## src/rtl/race_pkg.sv

```systemverilog
// Shared encodings and default sizing for the request/latency racer and its downstream observer.
package race_pkg;

  localparam int LAT_W_DEF   = 16;
  localparam int TIMEOUT_DEF = 1024;

  typedef enum logic [1:0] {
    ST_IDLE = 2'd0,
    ST_REQ  = 2'd1,
    ST_GAP  = 2'd2,
    ST_FIN  = 2'd3
  } state_t;

endpackage

```

## src/rtl/race_lat_counter.sv

```systemverilog
// Per-request latency counter: clears outside a request, counts waiting cycles, saturates at all-ones.
// o_lat is the latency this edge would report; o_tc flags that this edge reaches the timeout limit.
module race_lat_counter #(
  parameter int          W     = 16,
  parameter int unsigned LIMIT = 1024
) (
  input  logic         clk,
  input  logic         rst,
  input  logic         i_clr,
  input  logic         i_en,
  output logic [W-1:0] o_lat,
  output logic         o_tc
);

  logic [W-1:0] r_cnt;
  logic         w_sat;

  assign w_sat = &r_cnt;
  assign o_lat = w_sat ? r_cnt : r_cnt + 1'b1;
  assign o_tc  = (32'(o_lat) >= LIMIT);

  always_ff @(posedge clk or negedge rst) begin
    if (!rst) begin
      r_cnt <= '0;
    end else if (i_clr) begin
      r_cnt <= '0;
    end else if (i_en) begin
      r_cnt <= o_lat;
    end
  end

endmodule

```

## src/rtl/race_requester.sv

```systemverilog
// Issues a batch of start/done handshakes, measuring per-request latency and aborting a batch on timeout.
// One idle GAP cycle separates requests; go is ignored while busy, done is ignored outside REQ.
module race_requester
  import race_pkg::*;
#(
  parameter int NUM_W   = 8,
  parameter int LAT_W   = LAT_W_DEF,
  parameter int TIMEOUT = TIMEOUT_DEF
) (
  input  logic             clk,
  input  logic             rst,
  input  logic             go,
  input  logic [NUM_W-1:0] num_req,
  output logic             start,
  input  logic             done,
  output logic             busy,
  output logic             finished,
  output logic             timeout_err,
  output logic [NUM_W-1:0] req_count,
  output logic [LAT_W-1:0] last_latency,
  output logic [LAT_W-1:0] max_latency
);

  state_t           r_state;
  state_t           w_nxt;
  logic [NUM_W-1:0] r_num;
  logic [NUM_W-1:0] r_cnt;
  logic [LAT_W-1:0] r_last;
  logic [LAT_W-1:0] r_max;
  logic             r_to;
  logic [LAT_W-1:0] w_lat;
  logic             w_tc;

  race_lat_counter #(
    .W     (LAT_W),
    .LIMIT (TIMEOUT)
  ) u_lat (
    .clk   (clk),
    .rst   (rst),
    .i_clr (r_state != ST_REQ),
    .i_en  ((r_state == ST_REQ) && !done),
    .o_lat (w_lat),
    .o_tc  (w_tc)
  );

  always_ff @(posedge clk or negedge rst) begin
    if (!rst) begin
      r_state <= ST_IDLE;
    end else begin
      r_state <= w_nxt;
    end
  end

  always_comb begin
    w_nxt    = r_state;
    start    = 1'b0;
    busy     = 1'b1;
    finished = 1'b0;
    case (r_state)
      ST_IDLE: begin
        busy = 1'b0;
        if (go) begin
          w_nxt = (num_req != '0) ? ST_REQ : ST_FIN;
        end
      end
      ST_REQ: begin
        start = 1'b1;
        // done takes priority over a timeout landing on the same edge
        if (done) begin
          w_nxt = ST_GAP;
        end else if (w_tc) begin
          w_nxt = ST_FIN;
        end
      end
      ST_GAP: begin
        w_nxt = (r_cnt < r_num) ? ST_REQ : ST_FIN;
      end
      ST_FIN: begin
        finished = 1'b1;
        w_nxt    = ST_IDLE;
      end
      default: begin
        w_nxt = ST_IDLE;
      end
    endcase
  end

  always_ff @(posedge clk or negedge rst) begin
    if (!rst) begin
      r_num  <= '0;
      r_cnt  <= '0;
      r_last <= '0;
      r_max  <= '0;
      r_to   <= 1'b0;
    end else begin
      if (r_state == ST_IDLE && go) begin
        r_num  <= num_req;
        r_cnt  <= '0;
        r_last <= '0;
        r_max  <= '0;
        r_to   <= 1'b0;
      end
      if (r_state == ST_REQ) begin
        if (done) begin
          r_last <= w_lat;
          r_cnt  <= r_cnt + 1'b1;
          if (w_lat > r_max) begin
            r_max <= w_lat;
          end
        end else if (w_tc) begin
          r_to <= 1'b1;
        end
      end
    end
  end

  assign timeout_err  = r_to;
  assign req_count    = r_cnt;
  assign last_latency = r_last;
  assign max_latency  = r_max;

endmodule

```

## config.mk

```make
export PLATFORM = sky130hd
export DESIGN_NAME = race_requester
export DESIGN_NICKNAME = d
export VERILOG_FILES = /design/src/rtl/race_pkg.sv /design/src/rtl/race_lat_counter.sv /design/src/rtl/race_requester.sv
export SDC_FILE = /design/constraint.sdc
export NUM_CORES = 1
export LEC_CHECK = 0
export ABC_CLOCK_PERIOD_IN_PS = 4100
export CORE_MARGIN = 1
export CORE_UTILIZATION = 55
export DETAILED_ROUTE_END_ITERATION = 8
export GPL_TIMING_DRIVEN = 0
export PLACE_DENSITY = 0.81
export SLEW_MARGIN = 5
export SYNTH_ARGS = -nofsm -noshare
export SYNTH_HDL_FRONTEND = slang
export SYNTH_SLANG_ARGS = --single-unit
```

## constraint.sdc

```tcl
create_clock -name clk -period 4.1 [get_ports clk]
set_input_delay 0.615 -clock clk [delete_from_list [all_inputs] [get_ports clk]]
set_output_delay 0.615 -clock clk [all_outputs]
set_load 0.1 [all_outputs]
```

==> metrics, run 1 <==
Yosys top cell by area dfrtp_1; CTS tree yes; Synth top area share 44.3%; Synth Area in Compound Gates 11.4%; WL final 9.26 mm; Site Rows 29; fin crit share 95.0%; most numerous cell in the Yosys netlist dfrtp_1; H-tree levels 3; I/O pin count 56; Setup Viol. Count Final 0; Overall Global Routing Usage 27.3%; main combinational cell family by area after synthesis simple AND/OR/NAND/NOR gates; Slew headroom 34.5%; Clock Path Buffers 2; non-filler cells, final 546; syn avg cell area 9.45 um2; final hold slack 0.351 ns; placed cell areas 0.00441 mm2; post-route ant nets 0; post-synthesis mux area share 7.94%; post-synthesis sequential area ratio 44.3%; gr ovfl total 0; Syn Nets 436; power density over the cells 520 mW/mm2; 1st-iter DRT viols 250; top_reg_cell synth dfrtp_1; post-CTS setup buffers 0; unrepaired setup endpoints after global routing no; origin of the critical flop-to-flop path u_lat.r_cnt[0]$_DFFE_PN0P_; Post-Synth XOR/XNOR Area 4.86%; post-layout util 71.2%; total negative slack 0 ns; post-route cell area 0.00462 mm2; Vias/cell 5.81; failing checks DRC; final worst setup slack 0.207 ns; internal reg-to-reg setup slack 0.21 ns; EDFF count, synth 0; status finished with violations; top cells by area, synth dfrtp_1, ha_1, mux2i_1; pin count of the biggest net entering global routing 68; Die W 84.9 um; vias in the first global route 3,012; # diodes 0; post-synthesis simple-gate area fraction 17.2%; nets 500; Reg clk slew, reported paths 0.08 ns; Worst path slowest cell dfrtp_1; Slew @ Worst Pin 0.979 ns; cts bufs inserted 9; crit-path max cell delay 0.46 ns; antenna violations before repair 0; WL/cell 17.0 um; Max Slew Vio Count 0; Fmax 0.257 GHz; Root Buffer clkbuf_8; Max IR drop VDD 0.385 mV; Critical Path End Type register; Final Hold Fails 0; worst slack, placed 0.176 ns; Yosys cell types 45; Yosys reg bits 67; kind of critical path register to register; Post-synth ARST share 100%; Mapped Cells 400; # DRC 3; Worst EP required 4.38 ns; WP data arrival 4.17 ns; Die Y 84.9 um; CTS Sinks 67; mapped cell area 0.00378 mm2; Startpoint Class register; port buffer count 53; max-cap violation count 0; Clock Skews 0.00871 ns; yosys warns 0; Cells after DPL 530; R2R depth 15; top cells by instance count after synthesis dfrtp_1, nand2_1, inv_1, nor2_1, o21ai_0; Area growth syn-to-layout 22.3%; placer's final routability congestion estimate 0.881; total power 2.40 mW; first-pass GRT wire length 15.1 mm; Die Area 0.00721 mm2; adder-cell share of the synthesized area 7.94%; Initial DRT Pass Iterations 7; Leakage 2.17 nW; layout cells sized above 1 8.10%; Worst-Skew Late Latency 0.36 ns; Tightest Hold Check Type input port to async pin; crit path time final 3.89 ns; cell mode on critical path ha_1; worst reg2reg path endpoint max_latency[12]$_DFF_PN0_; Critical Path Fanout Max 10; CP Cell Sequence ha_1 -> and4_1 -> nand2_1 -> or3_1 -> clkbuf_1 -> nand3_1 -> xor2_1 -> inv_1 -> ha_1 -> nand4_1 -> a21oi_1 -> o311ai_1 -> a21oi_4 -> buf_12 -> mux2i_1; routed via count 3,172; starting density of the core 58.2%; detailed placement HPWL 6.57 mm; Placeable Area 0.00649 mm2
==> final cells by class <==
type                    count  area [um2]
multi-input cells         278        1880
fillers                   496        1870
well taps                  77        96.3
clock buffers              10         128
repair buffers             53         528
plain buffers              18        96.3
flip-flops and latches     67        1680
clock inverters             6        80.1
inverters                  37         139
==> state kept, by name, indices dropped and copies added, names as in the netlist <==
register / cells
last_latency: 16
r_num: 8
r_state: 2
max_latency: 16
timeout_err: 1
u_lat.r_cnt: 16
req_count: 8
==> critical path: cells and delay by family, from the launching register on <==
family | cells | cell delay (ns)
simple gates | 5 | 1.01
flops | 1 | 0.46
compound gates | 3 | 0.74
xor+xnor | 1 | 0.28
fa+ha+maj | 2 | 0.63
buf+inv | 3 | 0.50
mux | 1 | 0.20
==> cell families (layout without fill, tap and decap cells) <==
logic type / count (synthesis) / in the layout
simple gates: 136 / 136
compound gates: 69 / 69
flops: 67 / 67
buf+inv: 55 / 124
mux: 28 / 28
fa+ha+maj: 24 / 24
xor+xnor: 21 / 21
==> layer usage <==
layer	vias up	track usage, %	wire [um]
met3	16	4.18	435
met2	99	44.7	4470
met5	-	0	0
li1	1508	-	-
met4	0	10.8	175
met1	1549	36.9	4190
==> worst max-delay path by stage <==
stage	to	depth (start not counted)	start	slack [ns]
CTS	max_latency[12]$_DFF_PN0_	14	u_lat.r_cnt[0]$_DFFE_PN0P_	0.14
detailed placement	max_latency[12]$_DFF_PN0_	14	u_lat.r_cnt[0]$_DFFE_PN0P_	0.18
finish	max_latency[12]$_DFF_PN0_	15	u_lat.r_cnt[0]$_DFFE_PN0P_	0.21
global route	max_latency[8]$_DFF_PN0_	15	u_lat.r_cnt[0]$_DFFE_PN0P_	0.03
global placement	last_latency[14]$_DFF_PN0_	1	rst	0.24
floorplan	max_latency[13]$_DFF_PN0_	13	u_lat.r_cnt[0]$_DFFE_PN0P_	0.77
==> placed cells by master (no fill, tap or decap), types with 4 or more instances in the layout <==
master / instances
nand3_1: 17
clkinv_2: 4
o21ai_0: 25
ha_1: 24
a21o_1: 7
clkbuf_8: 9
mux2_2: 8
a22o_1: 5
nor2_1: 34
nand4_1: 11
nand2_1: 43
buf_2: 4
and3_1: 5
mux2i_1: 18
dfrtp_1: 67
inv_1: 36
and4_1: 5
a21oi_1: 16
clkdlybuf4s50_1: 52
xor2_1: 9
clkbuf_1: 11
xnor2_1: 12
==> repair_timing <==
action	in CTS	in global routing
endpoints found under the setup margin	0	12
hold buffers	0	0
gates resized for setup	0	2
endpoints found under the hold margin	0	0
==> power breakdown <==
| part | internal, mW | total, mW | switching (mW) |
|---|---|---|---|
| registers | 0.742 | 0.802 | 0.0603 |
| clock network | 0.338 | 0.602 | 0.264 |
| logic | 0.297 | 0.999 | 0.702 |
| total | 1.38 | 2.40 | 1.03 |
Note: power is estimated with default switching activity, not from simulation.
==> run 2: changes to the inputs <==
--- a/config.mk
+++ b/config.mk
@@ -6,11 +6,13 @@
 export NUM_CORES = 1
 export LEC_CHECK = 0
 export ABC_CLOCK_PERIOD_IN_PS = 4100
+export CELL_PAD_IN_SITES_DETAIL_PLACEMENT = 0
+export CELL_PAD_IN_SITES_GLOBAL_PLACEMENT = 1
 export CORE_MARGIN = 1
-export CORE_UTILIZATION = 55
+export CORE_UTILIZATION = 42
 export DETAILED_ROUTE_END_ITERATION = 8
 export GPL_TIMING_DRIVEN = 0
-export PLACE_DENSITY = 0.81
+export PLACE_DENSITY_LB_ADDON = 0.1
 export SLEW_MARGIN = 5
 export SYNTH_ARGS = -nofsm -noshare
 export SYNTH_HDL_FRONTEND = slang
==> run 2 against run 1 <==
Against the previous run:
- the run now ends clean
- non-clock buffer count grew 4
- largest power group unchanged
- clock-buffer cell count grew 4
- power shrank 4.8%
- worst setup slack gained 0.13 ns
- register-to-register slack gained 0.13 ns
- largest cell class unchanged
- maximum frequency grew 3.4%
==> metrics, run 2 (same netlist as run 1, synthesis figures left out) <==
status finished, final reports clean (was finished with violations); Overall Global Routing Usage 21.3% (was 27.3%); I/O pin count 56 (unchanged); Worst-Skew Late Latency 0.33 ns (was 0.36 ns); sequential power share 35.0% (was 33.4%); Tightest Hold Check Type input port to async pin (unchanged); fillers 813 (was 496); Max IR drop VDD 0.271 mV (was 0.385 mV); 1st-iter DRT viols 146 (was 250); # diodes 0 (unchanged); H-tree levels 3 (unchanged); Area growth syn-to-layout 23.7% (was 22.3%); Cells after DPL 562 (was 530); Leakage 2.17 nW (about the same); Die W 96.9 um (was 84.9 um); unrepaired setup endpoints after global routing no (unchanged); worst reg2reg path endpoint max_latency[13]$_DFF_PN0_ (was max_latency[12]$_DFF_PN0_); cts bufs inserted 9 (unchanged); Clock Skews 0.0108 ns (was 0.00871 ns); Reg clk slew, reported paths 0.08 ns (about the same); Worst EP required 4.32 ns (was 4.38 ns); Post-CTS Hold Buffers 0 (unchanged); power density over the cells 489 mW/mm2 (was 520 mW/mm2); nets 504 (was 500); Fmax 0.266 GHz (was 0.257 GHz); P_int 1.31 mW (was 1.38 mW); Die Y 96.9 um (was 84.9 um); Slew @ Worst Pin 0.981 ns (was 0.979 ns); gr ovfl total 0 (unchanged); Setup Viol. Count Final 0 (unchanged); kind of critical path register to register (unchanged); Switching Fraction 42.8% (was 42.7%); Vias/cell 5.27 (was 5.81); Placeable Area 0.00872 mm2 (was 0.00649 mm2); Critical Path Fanout Max 6 (was 10); port buffer count 53 (unchanged); # DRC 0 (was 3); Site Rows 34 (was 29); first-pass GRT wire length 15.7 mm (was 15.1 mm); WP data arrival 3.98 ns (was 4.17 ns); layout cells sized above 1 8.67% (was 8.10%); antenna violations before repair 0 (unchanged); total negative slack 0 ns (unchanged); most common library cell in the layout ignoring fill and taps dfrtp_1 (unchanged); pin count of the biggest net entering global routing 40 (was 68); origin of the critical flop-to-flop path u_lat.r_cnt[0]$_DFFE_PN0P_ (unchanged); CTS tree yes (unchanged); post-route ant nets 0 (unchanged); vias in the first global route 3,069 (was 3,012); Max Slew Vio Count 0 (unchanged); Clock Path Buffers 2 (unchanged); WL/cell 15.8 um (was 17.0 um); Slew headroom 34.4% (was 34.5%); WL final 9.18 mm (was 9.26 mm); Die Area 0.00939 mm2 (was 0.00721 mm2); clock power share 21.5% (was 25.0%); Critical Path End Type register (unchanged); Final Hold Fails 0 (unchanged); Startpoint Class register (unchanged); most frequent cells in the layout dfrtp_1, clkdlybuf4s50_1, nand2_1, inv_1, nor2_1 (unchanged); Initial DRT Pass Iterations 4 (was 7); CTS Sinks 67 (unchanged); routed via count 3,063 (was 3,172); detailed placement HPWL 6.83 mm (was 6.57 mm); crit path time final 3.76 ns (was 3.89 ns); fin crit share 91.8% (was 95.0%); starting density of the core 43.4% (was 58.2%); Root Buffer clkbuf_8 (unchanged); non-filler cells, final 581 (was 546); max-cap violation count 0 (unchanged); R2R depth 15 (unchanged); internal reg-to-reg setup slack 0.34 ns (was 0.21 ns); placer's final routability congestion estimate 0.804 (was 0.881); combinational group share of total power 43.5% (was 41.6%); Sw Pwr 978 uW (was 1.03 mW)
run 2: changes by cell type in the layout (fill, tap and decap cells not counted), sizes merged:
| cell | delta |
|---|---|
| buf | +4 |
| clkbuf | +4 |
| bufinv | -2 |
| clkinv | -2 |
run 2: worst max path at each step:
| stage | startpoint | endpoint | slack, ns | cells after the start |
|---|---|---|---|---|
| 2_1_floorplan | u_lat.r_cnt[0]$_DFFE_PN0P_ | max_latency[13]$_DFF_PN0_ | 0.77 | 13 |
| 3_3_place_gp | rst | u_lat.r_cnt[8]$_DFFE_PN0P_ | 0.07 | 1 |
| 3_5_place_dp | u_lat.r_cnt[0]$_DFFE_PN0P_ | max_latency[3]$_DFF_PN0_ | 0.12 | 14 |
| 4_1_cts | u_lat.r_cnt[0]$_DFFE_PN0P_ | max_latency[3]$_DFF_PN0_ | 0.11 | 14 |
| 5_1_grt | u_lat.r_cnt[0]$_DFFE_PN0P_ | max_latency[13]$_DFF_PN0_ | 0.06 | 15 |
| 6_report | u_lat.r_cnt[0]$_DFFE_PN0P_ | max_latency[13]$_DFF_PN0_ | 0.34 | 15 |
run 2: worst max-delay path: stages, from the launching register on:
cell	delay, ns
dfrtp_1	0.46
ha_1	0.31
and4_1	0.30
nand2_1	0.10
or3_1	0.31
clkbuf_1	0.20
nand4_1	0.15
xor2_1	0.27
inv_1	0.08
ha_1	0.31
a21oi_1	0.17
a21oi_1	0.11
o311ai_2	0.30
a21oi_4	0.13
buf_4	0.17
mux2_4	0.28
run 2: area by class of cell:
| type | instances | area (um2) | area share (%) |
|---|---|---|---|
| Clock inverter | 2 | 10.0 | 0.214 |
| Multi-Input combinational cell | 278 | 1890 | 40.3 |
| Buffer | 18 | 96.3 | 2.06 |
| Inverter | 37 | 139 | 2.97 |
| Sequential cell | 67 | 1680 | 35.9 |
| Tap cell | 108 | 135 | 2.89 |
| Timing Repair Buffer | 57 | 571 | 12.2 |
| Clock buffer | 14 | 163 | 3.48 |
run 2: stage by stage:
step / total power [mW] / worst slack (ns) / utilization [%] / hold slack, ns / area [um2]
floorplan: 1.53 / 0.768 / - / 0.319 / 3780
global placement: 1.79 / 0.0709 / 51.0 / 0.463 / 4450
detailed placement: 1.80 / 0.125 / 51.2 / 0.469 / 4460
CTS: 2.30 / 0.111 / 53.2 / 0.206 / 4640
global route: 2.43 / 0.0638 / 53.6 / 0.225 / 4680
finish: 2.29 / 0.336 / 53.6 / 0.202 / 4680
run 2: per-layer routing:
metal / routed length [um] / GRT usage, %
met5: 0 / 0
met4: 161 / 7.69
met3: 352 / 4.05
met2: 4200 / 33.0
met1: 4470 / 29.7
run 2: what timing repair did:
item / CTS / global route
setup buffers: 0 / 3
resized for setup: 0 / 3
endpoints found under the setup margin: 0 / 12
run 2: power groups by stage:
stage	logic [mW]	registers [mW]	clock network (mW)
2_1_floorplan	0.554	0.976	0
3_3_place_gp	0.980	0.811	0
3_5_place_dp	0.986	0.813	0
4_1_cts	0.988	0.800	0.509
5_1_grt	1.08	0.813	0.539
6_report	0.994	0.800	0.492
